### config.mk
export PLATFORM = sky130hd
export DESIGN_NAME = mdr_seq_mult
export DESIGN_NICKNAME = d
export VERILOG_FILES = /design/src/rtl/mdr_pkg.sv /design/src/rtl/mdr_abs.sv /design/src/rtl/mdr_seq_mult.sv
export SDC_FILE = /design/constraint.sdc
export NUM_CORES = 1
export LEC_CHECK = 0
export CAP_MARGIN = 20
export CORE_MARGIN = 5
export CORE_UTILIZATION = 40
export DETAILED_ROUTE_END_ITERATION = 8
export GPL_ROUTABILITY_DRIVEN = 0
export PLACE_DENSITY = 0.72
export SLEW_MARGIN = 20
export SYNTH_ARGS = -nofsm -noshare
export SYNTH_HDL_FRONTEND = slang
export SYNTH_SLANG_ARGS = --single-unit
### constraint.sdc
create_clock -name clk -period 2.6 [get_ports clk]
set_input_delay 0.52 -clock clk [delete_from_list [all_inputs] [get_ports clk]]
set_output_delay 0.52 -clock clk [all_outputs]
set_load 0.005 [all_outputs]
### src/rtl/mdr_pkg.sv
// mdr_pkg -- shared constants and types for the MDR multiply datapath.
//   DW      : operand width in bits
//   DW_DBL  : MSB index of the double-width product (also used by the PIPO stage)
//   CNT_W   : width of the iteration counter, wide enough to count to DW
//   mult_state_e : sequencer states of mdr_seq_mult
package mdr_pkg;

   localparam int DW     = 16;
   localparam int DW_DBL = 2*DW - 1;
   localparam int CNT_W  = $clog2(DW + 1);

   typedef enum logic [1:0] {
      IDLE = 2'd0,
      RUN  = 2'd1,
      FIX  = 2'd2,
      DONE = 2'd3
   } mult_state_e;

endpackage

### src/rtl/mdr_abs.sv
// mdr_abs -- combinational two's-complement magnitude.
//   a   : DW-bit signed input
//   mag : DW-bit unsigned magnitude of a; the most negative value maps to
//         2^(DW-1), which still fits as an unsigned DW-bit number.
module mdr_abs
   import mdr_pkg::*;
(
   input  logic [DW-1:0] a,
   output logic [DW-1:0] mag
);

   always_comb begin
      mag = a[DW-1] ? -a : a;
   end

endmodule

### src/rtl/mdr_seq_mult.sv
// mdr_seq_mult -- sequential signed shift-add multiplier.
// Multiplies operand magnitudes one bit per clock, then applies the sign in
// a separate FIX cycle and strobes done for exactly one cycle.
//   clk      : clock, rising edge
//   rst      : asynchronous, active-low reset
//   sync_clr : synchronous clear, overrides everything
//   start    : request, sampled only in IDLE
//   op_a     : signed multiplicand
//   op_b     : signed multiplier
//   busy     : high from the cycle after acceptance through the done cycle
//   done     : one-cycle strobe, product valid (drives the PIPO enable)
//   product  : signed 2*DW-bit product, held until the next FIX
//
// Handshake: start is a request with no back-pressure. It is accepted only
// while the sequencer is IDLE; requests at any other time (including the
// done cycle) are dropped, not queued. busy rises on the acceptance edge and
// falls on the edge after done. done is high for exactly one cycle and
// product is stable while done is high and afterwards until the next result.
module mdr_seq_mult
   import mdr_pkg::*;
(
   input  logic            clk,
   input  logic            rst,
   input  logic            sync_clr,
   input  logic            start,
   input  logic [DW-1:0]   op_a,
   input  logic [DW-1:0]   op_b,
   output logic            busy,
   output logic            done,
   output logic [DW_DBL:0] product
);

   mult_state_e      state_q, state_d;
   logic [DW-1:0]    mcand_q, mcand_d;   // multiplicand magnitude
   logic [DW-1:0]    mlt_q,   mlt_d;     // multiplier, shifted out LSB first; fills with low product bits
   logic [DW:0]      hi_q,    hi_d;      // upper accumulator bits plus carry
   logic [CNT_W-1:0] cnt_q,   cnt_d;
   logic             sign_q,  sign_d;
   logic             busy_q,  busy_d;
   logic             done_q,  done_d;
   logic [DW_DBL:0]  product_q, product_d;

   logic [DW-1:0]    abs_a;
   logic [DW-1:0]    abs_b;
   logic [DW:0]      sum;
   logic [DW_DBL+1:0] shifted;
   logic [DW_DBL:0]  mag;

   mdr_abs u_abs_a (.a(op_a), .mag(abs_a));
   mdr_abs u_abs_b (.a(op_b), .mag(abs_b));

   always_comb begin
      state_d   = state_q;
      mcand_d   = mcand_q;
      mlt_d     = mlt_q;
      hi_d      = hi_q;
      cnt_d     = cnt_q;
      sign_d    = sign_q;
      busy_d    = busy_q;
      done_d    = 1'b0;
      product_d = product_q;

      // hi_q[DW] is always 0 after a shift, so this sum cannot overflow DW+1 bits.
      sum     = hi_q + {1'b0, (mlt_q[0] ? mcand_q : {DW{1'b0}})};
      shifted = {sum, mlt_q} >> 1;
      // After DW iterations the full magnitude sits in {hi, mlt}.
      mag     = {hi_q[DW-1:0], mlt_q};

      case (state_q)
         IDLE: begin
            if (start) begin
               mcand_d = abs_a;
               mlt_d   = abs_b;
               sign_d  = op_a[DW-1] ^ op_b[DW-1];
               hi_d    = '0;
               cnt_d   = '0;
               busy_d  = 1'b1;
               state_d = RUN;
            end
         end
         RUN: begin
            {hi_d, mlt_d} = shifted;
            cnt_d         = cnt_q + CNT_W'(1);
            if (cnt_q == CNT_W'(DW - 1)) begin
               state_d = FIX;
            end
         end
         FIX: begin
            // Magnitude is at most 2^(2DW-2), so negation never overflows.
            product_d = sign_q ? -mag : mag;
            done_d    = 1'b1;
            state_d   = DONE;
         end
         DONE: begin
            busy_d  = 1'b0;
            state_d = IDLE;
         end
         default: begin
            busy_d  = 1'b0;
            state_d = IDLE;
         end
      endcase

      if (sync_clr) begin
         state_d   = IDLE;
         product_d = '0;
         busy_d    = 1'b0;
         done_d    = 1'b0;
      end
   end

   always_ff @(posedge clk or negedge rst) begin
      if (!rst) begin
         state_q   <= IDLE;
         mcand_q   <= '0;
         mlt_q     <= '0;
         hi_q      <= '0;
         cnt_q     <= '0;
         sign_q    <= 1'b0;
         busy_q    <= 1'b0;
         done_q    <= 1'b0;
         product_q <= '0;
      end else begin
         state_q   <= state_d;
         mcand_q   <= mcand_d;
         mlt_q     <= mlt_d;
         hi_q      <= hi_d;
         cnt_q     <= cnt_d;
         sign_q    <= sign_d;
         busy_q    <= busy_d;
         done_q    <= done_d;
         product_q <= product_d;
      end
   end

   assign busy    = busy_q;
   assign done    = done_q;
   assign product = product_q;

endmodule

==> reports/results.txt, run 1 <==
run status: finished, final reports clean
Setup-failing EPs final: 0
post-route clock period utilization: 93.2%
area leader, netlist: dfrtp_1
Setup CP Type: reg2reg
cts bufs inserted: 9
total grt overflow: 0
DRC violations left: 0
CTS tree: yes
Cells after DPL: 869
most frequent cells in the layout: dfrtp_1 (89), clkdlybuf4s50_1 (68), nand2_1 (59)
aggregate routed wire length: 13.5 mm
worst relative slew slack: 58.2%
Slew @ Worst Pin: 627 ps
# H-tree levels: 3
max-slew violations: 0
Vias: 4864
syn_area_per_cell: 9.01 um2
met1 Use GR: 22.1%
number of fill cells: 1309
Final #Nets: 764
initial antenna violation count: 0
post-DP HPWL: 10.5 mm
Rows: 43
share of the synthesized area in the top cell type: 39.8%
crit-path max FO: 6
Mapped Area: 0.00566 mm2
leading cell type in the layout, fill and taps excluded: dfrtp_1
Syn Inst Count: 628
post-route clock skew: 6.74 ps
largest net degree at the start of global routing: 48
initial DRC count: 411
CP peak stage delay: 430 ps
Root Driver: clkbuf_16
WP data required: 2830 ps
met2 Use GR: 26.6%
core area: 0.0139 mm2
CTS clk-pin slew, worst paths: 70 ps
reg-to-reg setup timing slack: 180 ps
Pwr per Cell Area: 1070 mW/mm2
Syn-to-layout area delta: 23.7%
fmax: 413 MHz
setup TNS: 0 ps
Post-Layout Cell Count: 886
Via density: 5.49
clk sinks: 90
Worst setup EP type: flip-flop
Die Y: 129 um
P_leak: 0.00293 uW
reg2reg start: mlt_q[0]
Ant. Diodes: 0
DP Worst Slack: -188 ps
Port Buffer Count: 69
Worst setup SP type: flip-flop
CTS max path bufs: 2
Post-DP Area: 0.00669 mm2
Total GRT Usage: 16.4%
final instance area: 0.00700 mm2
count of final hold-check violations: 0
Final WS setup: 178 ps
fin crit period: 2420 ps
Critical Path Most Common Cell: o21ai_0
M3 GR Usage: 2.99%
distinct cell type count after synthesis: 50
CP Data Arrival Time: 2650 ps
first-pass GRT wire length: 22.5 mm
Crit Reg-Reg Endpoint: hi_q[15]
Die Wd: 129 um
unrepaired setup endpoints after global routing: false
Starting Density: 40.8%
r2r worst-path depth: 8
HP Class: in2async
GR peak layer: met2
crit path max-delay cell type: dfrtp_2
cts hold-fix bufs: 0
final hold slack: 160 ps
sequential share of the synthesized area: 39.8%
Synth Register Bits: 90
layout cells sized above 1: 9.07%
yosys warns: 0
top cells by area, synth: dfrtp_1 (40%), xor2_1 (7.1%), ha_1 (5.7%)
per-cell routed wire length: 15.3 um
die area: 0.0166 mm2
IO Count: 70
crit-path cells: and2_1 -> ha_1 -> a21oi_1 -> o21ai_0 -> or3_1 -> o22ai_1 -> o21ai_0 -> a22o_1
vias in the first global route: 4767
clock latency at the later pin of the worst-skew pair: 340 ps
VDD IR max: 0.000410 V
DRT Pass-1 Iters: 5
syn_nets: 691
Detail Route Antenna Nets: 0
max-cap viol count: 0
==> metrics by stage <==
step	util (%)	total power (uW)
finish	50.5	7460
global placement	48.2	5980
detailed placement	48.2	6130
global route	50.5	8040
CTS	50.4	7480
floorplan	-	4850
==> worst max-delay path, delay by kind of cell, from the launching register on <==
kind	cells	cell delay (ps)
AND/OR/NAND/NOR	2	510
AO/OA/AOI/OAI	5	1020
flip-flops	1	430
adder cells (fa/ha/maj)	1	350
==> registers in the layout (all words and copies together) (netlist names) <==
| name | cells |
|---|---|
| busy | 1 |
| cnt_q | 5 |
| done | 1 |
| hi_q | 16 |
| mcand_q | 16 |
| mlt_q | 16 |
| product | 32 |
| sign_q | 1 |
| state_q | 2 |
==> routing by layer <==
metal	up-vias	part of all wire [%]
li1	2408	-
met1	2315	46
met2	123	47
met3	18	5.0
met4	0	1.6
met5	-	0
==> worst max-delay path by stage <==
stage / start / endpoint / slack [ps]
5_1_grt: mlt_q[0] / hi_q[13] / 10
3_5_place_dp: op_a[1] / mcand_q[13] / -190
2_1_floorplan: mlt_q[13] / product[29] / 200
4_1_cts: mlt_q[0] / hi_q[13] / 90
6_report: mlt_q[0] / hi_q[15] / 180
3_3_place_gp: op_a[1] / mcand_q[13] / -120
==> kinds of logic after synthesis <==
| kind of cell | share of synthesized area, % |
|---|---|
| AO/OA/AOI/OAI | 22.4 |
| multiplexers | 1.59 |
| buffers and inverters | 4.20 |
| XOR/XNOR | 10.8 |
| adder cells (fa/ha/maj) | 6.10 |
| AND/OR/NAND/NOR | 15.1 |
| flip-flops | 39.8 |
==> repair_timing <==
item | 4_1_cts | 5_1_grt
hold endpoints to repair | 0 | 0
resized for setup | 0 | 2
setup buffers | 0 | 1
setup endpoints to repair | 0 | 5
==> cell usage after synthesis, drive strengths merged <==
cell type  number
o22ai          24
and3            2
xor2           46
o21bai          2
o211ai          3
nor3            8
nand4           5
and2           17
xnor2          24
a211o           1
nor4b           1
nor2           44
dfrtp          90
o21ai          61
nand2          59
a22oi           4
nand3           9
clkbuf         33
o21a            2
nor2b           4
or2             4
o41ai          10
o2111ai         1
a31oi           2
or3             7
a211oi         28
a21oi          27
a22o            3
nand3b          2
nor4            3
o31ai          18
a31o            1
buf             9
a221o           2
ha             26
a21o            4
or4             8
fa              1
inv            19
mux2i           9
nand2b          5
==> area by class of cell <==
| class | instances | area (um2) | share of cell area, % |
|---|---|---|---|
| inverters | 19 | 71.3 | 1.02 |
| clock buffers | 11 | 243 | 3.47 |
| multi-input cells | 477 | 3180 | 45.3 |
| well taps | 180 | 225 | 3.22 |
| repair buffers | 104 | 973 | 13.9 |
| clock inverters | 5 | 61.3 | 0.875 |
| flip-flops and latches | 90 | 2250 | 32.2 |
==> report_power, final <==
part	switching [uW]	internal, uW	leakage (uW)
clock	543	776	0.000150
sequential	515	1920	0.00117
combinational	1980	1730	0.00162
Power figures use the tool's default switching activity.
==> run 2, diff against run 1 <==
--- a/config.mk
+++ b/config.mk
@@ -5,13 +5,12 @@
 export SDC_FILE = /design/constraint.sdc
 export NUM_CORES = 1
 export LEC_CHECK = 0
-export CAP_MARGIN = 20
 export CORE_MARGIN = 5
 export CORE_UTILIZATION = 40
 export DETAILED_ROUTE_END_ITERATION = 8
 export GPL_ROUTABILITY_DRIVEN = 0
 export PLACE_DENSITY = 0.72
-export SLEW_MARGIN = 20
+export SLEW_MARGIN = 10
 export SYNTH_ARGS = -nofsm -noshare
 export SYNTH_HDL_FRONTEND = slang
 export SYNTH_SLANG_ARGS = --single-unit
==> results of run 2 <==
No change in the layout: final DEF, timing and power equal those of run 1.
